--- src/rtl/gray_counter_controller_pkg.sv ---
// Shared state encodings and constant helpers for the gray counter controller.
package gray_counter_controller_pkg;

  typedef enum logic [1:0] {
    ST_IDLE  = 2'd0,
    ST_CLEAR = 2'd1,
    ST_RUN   = 2'd2,
    ST_DONE  = 2'd3
  } state_e;

  // Last gray code before a wrap to zero: only the MSB set.
  function automatic logic [31:0] gray_wrap_last(input int width);
    return 32'd1 << (width - 1);
  endfunction

endpackage

--- src/rtl/gray_counter_controller_step_checker.sv ---
// gray_step_checker: watches the counter's gray output for wraps and, with
// GRAY_STEP_CHECK_EN defined, for steps that change more than one bit.
module gray_step_checker
  import gray_counter_controller_pkg::*;
#(
  parameter int CNT_W = 4
) (
  input  logic             clock,
  input  logic             reset_n,
  input  logic             cnt_enable,
  input  logic [CNT_W-1:0] gray_code,
  output logic             wrap_hit,
  output logic             step_bad
);

  localparam logic [CNT_W-1:0] WRAP_LAST = CNT_W'(gray_wrap_last(CNT_W));

  logic [CNT_W-1:0] gray_prev_q;
  logic             en_q;

  // The counter moves on the edge after an enabled cycle, so compare against
  // the previous sample only when the enable was high one cycle earlier.
  always_ff @(posedge clock or negedge reset_n) begin
    if (!reset_n) begin
      gray_prev_q <= '0;
      en_q        <= 1'b0;
    end else begin
      gray_prev_q <= gray_code;
      en_q        <= cnt_enable;
    end
  end

  assign wrap_hit = en_q && (gray_prev_q == WRAP_LAST) && (gray_code == '0);

`ifdef GRAY_STEP_CHECK_EN
  assign step_bad = en_q && ($countones(gray_prev_q ^ gray_code) != 1);
`else
  assign step_bad = 1'b0;
`endif

endmodule

--- src/rtl/gray_counter_controller.sv ---
// gray_counter_controller: runs the shared gray counter for cmd_len cycles per command.
// Define GRAY_STEP_CHECK_EN to enable the sticky illegal-step flag gray_err.
module gray_counter_controller
  import gray_counter_controller_pkg::*;
#(
  parameter int CNT_W  = 4,
  parameter int LEN_W  = 8,
  parameter int WRAP_W = 8
) (
  input  logic              clock,
  input  logic              reset_n,
  input  logic              cmd_valid,
  output logic              cmd_ready,
  input  logic [LEN_W-1:0]  cmd_len,
  input  logic              cmd_clear,
  input  logic              abort,
  input  logic [CNT_W-1:0]  gray_code,
  output logic              cnt_enable,
  output logic              cnt_clear,
  output logic              done,
  output logic              aborted,
  output logic [WRAP_W-1:0] wrap_count,
  output logic              gray_err
);

  state_e            state_q, state_d;
  logic [LEN_W-1:0]  remaining_q, remaining_d;
  logic [WRAP_W-1:0] wrap_count_q, wrap_count_d;
  logic              gray_err_q, gray_err_d;
  logic              aborted_q, aborted_d;
  logic              accept;
  logic              wrap_hit;
  logic              step_bad;

  gray_step_checker #(.CNT_W(CNT_W)) u_checker (
    .clock      (clock),
    .reset_n    (reset_n),
    .cnt_enable (cnt_enable),
    .gray_code  (gray_code),
    .wrap_hit   (wrap_hit),
    .step_bad   (step_bad)
  );

  assign accept = (state_q == ST_IDLE) && cmd_valid;

  always_ff @(posedge clock or negedge reset_n) begin
    if (!reset_n) begin
      state_q      <= ST_IDLE;
      remaining_q  <= '0;
      wrap_count_q <= '0;
      gray_err_q   <= 1'b0;
      aborted_q    <= 1'b0;
    end else begin
      state_q      <= state_d;
      remaining_q  <= remaining_d;
      wrap_count_q <= wrap_count_d;
      gray_err_q   <= gray_err_d;
      aborted_q    <= aborted_d;
    end
  end

  always_comb begin
    state_d     = state_q;
    remaining_d = remaining_q;
    aborted_d   = aborted_q;
    case (state_q)
      ST_IDLE: begin
        if (cmd_valid) begin
          remaining_d = cmd_len;
          aborted_d   = 1'b0;
          if (cmd_clear)          state_d = ST_CLEAR;
          else if (cmd_len != '0) state_d = ST_RUN;
          else                    state_d = ST_DONE;
        end
      end
      ST_CLEAR: state_d = (remaining_q != '0) ? ST_RUN : ST_DONE;
      ST_RUN: begin
        remaining_d = remaining_q - LEN_W'(1);
        // An abort on the final cycle still reports aborted.
        if (abort) begin
          state_d   = ST_DONE;
          aborted_d = 1'b1;
        end else if (remaining_q == LEN_W'(1)) begin
          state_d = ST_DONE;
        end
      end
      ST_DONE: state_d = ST_IDLE;
      default: state_d = ST_IDLE;
    endcase
  end

  always_comb begin
    wrap_count_d = wrap_count_q;
    gray_err_d   = gray_err_q;
    if (accept) begin
      gray_err_d = 1'b0;
      if (cmd_clear) wrap_count_d = '0;
    end else begin
      if (wrap_hit && (wrap_count_q != '1)) wrap_count_d = wrap_count_q + WRAP_W'(1);
      if (step_bad) gray_err_d = 1'b1;
    end
  end

  assign cmd_ready  = (state_q == ST_IDLE);
  assign cnt_clear  = (state_q == ST_CLEAR);
  assign cnt_enable = (state_q == ST_RUN);
  assign done       = (state_q == ST_DONE);
  assign aborted    = (state_q == ST_DONE) && aborted_q;
  assign wrap_count = wrap_count_q;
  assign gray_err   = gray_err_q;

endmodule

--- config.mk ---
export PLATFORM = sky130hd
export DESIGN_NAME = gray_counter_controller
export DESIGN_NICKNAME = d
export VERILOG_FILES = /design/src/rtl/gray_counter_controller_pkg.sv /design/src/rtl/gray_counter_controller_step_checker.sv /design/src/rtl/gray_counter_controller.sv
export SDC_FILE = /design/constraint.sdc
export NUM_CORES = 1
export LEC_CHECK = 0
export ABC_AREA = 1
export CORE_UTILIZATION = 51
export CTS_CLUSTER_SIZE = 14
export DETAILED_ROUTE_END_ITERATION = 8
export PLACE_DENSITY = 0.79
export SLEW_MARGIN = 10
export SYNTH_ARGS = -nofsm -noshare
export SYNTH_HDL_FRONTEND = slang
export SYNTH_HIERARCHICAL = 1
export SYNTH_SLANG_ARGS = --single-unit
--- constraint.sdc ---
create_clock -name clock -period 1.8 [get_ports clock]
set_clock_uncertainty 0.15 [all_clocks]
set_input_delay 0.45 -clock clock [delete_from_list [all_inputs] [get_ports clock]]
set_output_delay 0.45 -clock clock [all_outputs]
set_load 0.02 [all_outputs]
* Word level (Yosys, flattened, before mapping) *
Cells that the tools add are included.

storage, ports and cells
  register bits after elaboration = 24
  input port bits = 17
  output and inout bits = 14

cells by class
  $add $sub $neg = 2
  equal/unequal tests = 10
  muxes and demuxes = 15
  reductions and logical operators = 15

operators by type and width
  operator               number
  $mux W8                4
  $pmux W8 S2            1
  $reduce_bool A8 Y1     2
  $add A8 B1 Y8 const B  1
  $eq A8 B1 Y1 const B   1
  $mux W2                4
  $ne A8 B8 Y1 const B   1
  $pmux W2 S4            1
  $sub A8 B1 Y8 const B  1
  $ne A2 B2 Y1 const B   3
  $reduce_and A2 Y1      3
  $logic_and A1 B1 Y1    5
  $eq A2 B2 Y1 const B   2
  $eq A4 B4 Y1 const B   1
  $logic_not A4 Y1       1
  $mux W1                4
  $reduce_bool A2 Y1     2
  $ne A3 B3 Y1 const B   1
  $reduce_and A3 Y1      1
  $eq A2 B1 Y1 const B   1
  $logic_not A2 Y1       1
  $pmux W1 S2            1

* Depth between registers and ports, before layout *
  depth in word-level cells = 6
  mapped depth = 10
  gate-level depth less buffers = 10

* Modules after synthesis *
The synthesis kept the hierarchy.

modules (own cells, without submodules)
  module                   instances  cells each  area an instance (um2)  sequential area each (um2)
  gray_counter_controller  1          205         1383.8                  500.5
  gray_step_checker        1          15          167.7                   125.1

* Worst setup path after synthesis *
OpenSTA, ideal clock, no wires.

  path type = reg-to-reg
  start = register state_q[0]
  end = register remaining_q[4]
  arrival time = 1.439 ns
  setup slack = 0.098 ns
  stages on the path, launching flop included = 9
  period minus slack after synthesis = 1.702 ns
  cell sequence = dfrtp_1 > inv_1 > ha_1 > inv_1 > o21ai_2 > buf_2 > nand2_1 > nand2_1 > inv_1

between the ends
  cells in the longest elaborated chain, start to end = 3

ends and longest elaborated chain
  what                                 line                           source
  from (decl)                          gray_counter_controller.sv:26  state_e state_q, state_d;
  from (signal assigned)               gray_counter_controller.sv:54  state_q <= state_d;
  $eq A2 B2 Y1 (*)                     -
  net cnt_enable                       gray_counter_controller.sv:18  output logic cnt_enable,
  $reduce_bool A2 Y1 (no source line)  -
  $reduce_and A2 Y1 (no source line)   -
  to (signal assigned)                 gray_counter_controller.sv:55  remaining_q <= remaining_d;
  to (decl)                            gray_counter_controller.sv:27  logic [LEN_W-1:0] remaining_q, remaining_d;

Mark *: on every way through the listed nets, which the timed path passes. The rest lies on a longest branch.
A chain may end at the register's enable or synchronous reset.

* Final worst setup path *
  start = register state_q[0]
  end = output aborted

between the ends
  cells in the longest elaborated chain, start to end = 2

ends and longest elaborated chain
  what                 line                            source
  $eq A2 B2 Y1         gray_counter_controller.sv:108  assign aborted = (state_q == ST_DONE) && aborted_q;
  $logic_and A1 B1 Y1  gray_counter_controller.sv:108
  to (decl)            gray_counter_controller.sv:21   output logic aborted,

Every way passes these cells.

==> flow_metrics.tcl <==
set metrics [dict create \
    drt-wirelength-per-cell_um 11.5 \
    grt_pass1_vias 1440 \
    grtUsageTotal_pct 23.5 \
    critPathKind "flop to output port" \
    syn_inst 220 \
    area_growth_pct 37.8 \
    cts_tree "built" \
    cts_root_buffer "clkbuf_4" \
    wirelength_um 3470 \
    drive_above_1_share_pct 17.8 \
    synth_area_per_cell_sq_um 7.05 \
    grt_first_pass_wirelength_um 5960 \
    routed.top_layer "met4" \
    place.gp.congestion 0.825 \
    slew_viol_final 0 \
    chipHeight_um 57.2 \
    insertedDiodeCount 0 \
    met2_length_um 1740 \
    via_per_inst 5.05 \
    start_kind "flop" \
    vias 1520 \
    r2r_start "state_q[1]" \
    core_sq_mm 0.00283 \
    dpl_cell_area_sq_mm 0.00197 \
    clockBufferDepth 2 \
    syn-cell-area_sq_mm 0.00155 \
    io_buffer_count 30 \
    vdd_drop_max_mv 0.958 \
    dp_hpwl_um 2470 \
    power_density_mw_per_mm2 1340 \
    rows 19 \
    r2r_cells 11 \
    total_power_mw 2.87 \
    antenna_found_initial 0 \
    setup_tns_ns -0.0415 \
    period_share_pct 102 \
    setup_ws_ns -0.0387 \
    fin_nets 297 \
    reg2reg_to "state_q[1]" \
    crit_arrival_ns 1.24 \
    period_minus_slack_ns 1.84 \
    stdcell_area_sq_mm 0.00214 \
    worstSkewPairLatency_ns 0.33 \
    status "finished, violations left" \
    cts.sinks 25 \
    violations "design-rule violations, negative setup slack" \
    setup_viol 2 \
    route.detailed.drc 6 \
    postCtsHoldBufs 0 \
    numCtsBuffers 3 \
    syn_nets 246 \
    dp_worst_setup_slack_ns -0.204 \
    grt-ovfl-total 0 \
    dieArea_sq_mm 0.00327 \
    crit_required_ns 1.20 \
    r2r_setup_slack_ns 0.05 \
    first_pass_iters 6 \
    clkTransAtPathRegs_ns 0.16 \
    ys_ff_latch 25 \
    hold_viol_final 0 \
    htreeDepth 1 \
    p_leak_nw 1.09 \
    rsz0062_at_grt "true" \
    drv_cap 0 \
    fmax_ghz 0.544 \
    drt_iter0_markers 56 \
    yosysWarnings 6 \
    die_w_um 57.2 \
    seq_area_frac_synth_pct 40.3 \
    met1_length_um 1520 \
    grt_max_degree 26 \
    io_pins 31 \
    hold_ws_ns 0.309 \
    wl_met3_um 148 \
    synthDistinctLibCells 25 \
    initial_utilization_pct 54.8 \
    hp-class "input pin to asynchronous set/reset pin" \
    final_antenna_net_count 0 \
    critPathMaxFanout 3 \
    end_kind "output port" \
]
cells by family (layout without fill, tap and decap cells):
group	Yosys count	count (layout)	share of synthesized area, %
other cells	1	1	0.242
simple gates	127	127	33.1
xor+xnor	3	3	1.69
fa+ha+maj	9	9	7.26
buf+inv	30	80	7.74
flops	25	25	40.3
compound gates	25	25	9.68
worst max-delay path by stage:
stage	slack (ns)	startpoint	depth (start not counted)	end
3_5_place_dp	-0.20	gray_code[0]	10	wrap_count[6]
6_report	-0.04	state_q[0]	5	aborted
3_3_place_gp	-0.14	gray_code[0]	10	wrap_count[6]
4_1_cts	-0.09	state_q[0]	5	aborted
5_1_grt	-0.10	state_q[0]	5	aborted
2_1_floorplan	0.1	state_q[0]	8	remaining_q[4]
cell type report:
| type | count | area (sq um) |
|---|---|---|
| multi-input combinational | 165 | 877 |
| fill | 225 | 691 |
| sequential | 25 | 626 |
| timing repair buffer | 50 | 458 |
| inverter | 26 | 108 |
| tap | 31 | 38.8 |
| clock buffer | 3 | 22.5 |
| clock inverter | 1 | 8.76 |
state kept, by name, indices dropped and copies added, names as in the netlist:
register,count
gray_err,1
u_checker/gray_prev_q,4
wrap_count,8
state_q,2
u_checker/en_q,1
aborted_q,1
remaining_q,8
synthesized netlist by cell type:
| cell type | instances | share of area (%) |
|---|---|---|
| nand4_1 | 1 | 0.40 |
| o21bai_1 | 1 | 0.48 |
| dfrtp_1 | 25 | 40 |
| o21ai_0 | 14 | 4.5 |
| buf_4 | 1 | 0.48 |
| inv_1 | 25 | 6.0 |
| nor2_1 | 41 | 9.9 |
| o21ai_2 | 1 | 0.56 |
| xnor2_1 | 1 | 0.56 |
| buf_2 | 3 | 0.97 |
| xor2_1 | 2 | 1.1 |
| inv_2 | 1 | 0.24 |
| o21ai_1 | 2 | 0.65 |
| ha_1 | 9 | 7.3 |
| conb_1 | 1 | 0.24 |
| nand2_1 | 69 | 17 |
| a21oi_1 | 3 | 0.97 |
| o211ai_1 | 1 | 0.48 |
| nand2_2 | 3 | 1.2 |
| nor2_4 | 1 | 0.73 |
| nand3_1 | 10 | 3.2 |
| or2_2 | 1 | 0.40 |
| nand3b_1 | 1 | 0.48 |
| a21boi_4 | 1 | 1.2 |
| o22ai_1 | 2 | 0.81 |
worst max-delay path, cell delays in order, from the launching register on:
cell and delay [ns]:
dfrtp_1 0.44, buf_6 0.13, ha_4 0.15, nand2_2 0.05, inv_2 0.03, buf_6 0.12
layer usage:
layer / vias up / global-route usage [%]
met2: 37 / 42.2
met5: - / 0
met4: 0 / 9.41
met1: 693 / 27.7
met3: 9 / 4.08
li1: 781 / -
layout by cell type (no fill, tap or decap), types with 2 or more instances in the layout:
master and n:
a21oi_1 3, buf_4 15, buf_6 9, clkbuf_4 3
clkdlybuf4s50_1 16, dfrtp_1 25, dlygate4sd2_1 9, ha_1 5
ha_4 4, inv_1 21, inv_2 2, inv_4 2
inv_6 2, nand2_1 67, nand2_2 4, nand3_1 10
nor2_1 41, o21ai_0 13, o21ai_1 3, o22ai_1 2
xor2_1 2
through the flow:
stage          instances  util [%]
2_1_floorplan        220         -
3_3_place_gp         290      69.5
3_5_place_dp         290      69.5
4_1_cts              297      70.9
5_1_grt              301      75.6
6_report             301      75.6
report_power, final:
group	switching (mW)	internal, mW	leakage (nW)
Sequential	0.134	0.723	0.315
Combinational	0.954	0.778	0.756
Clock	0.186	0.0906	0.0183
Total	1.27	1.59	1.09
what timing repair did:
item | CTS | global route
pin swaps | 0 | 8
setup buffers | 3 | 4
setup endpoints to repair | 21 | 18
resized for setup | 37 | 27
Power figures use the tool's default switching activity.
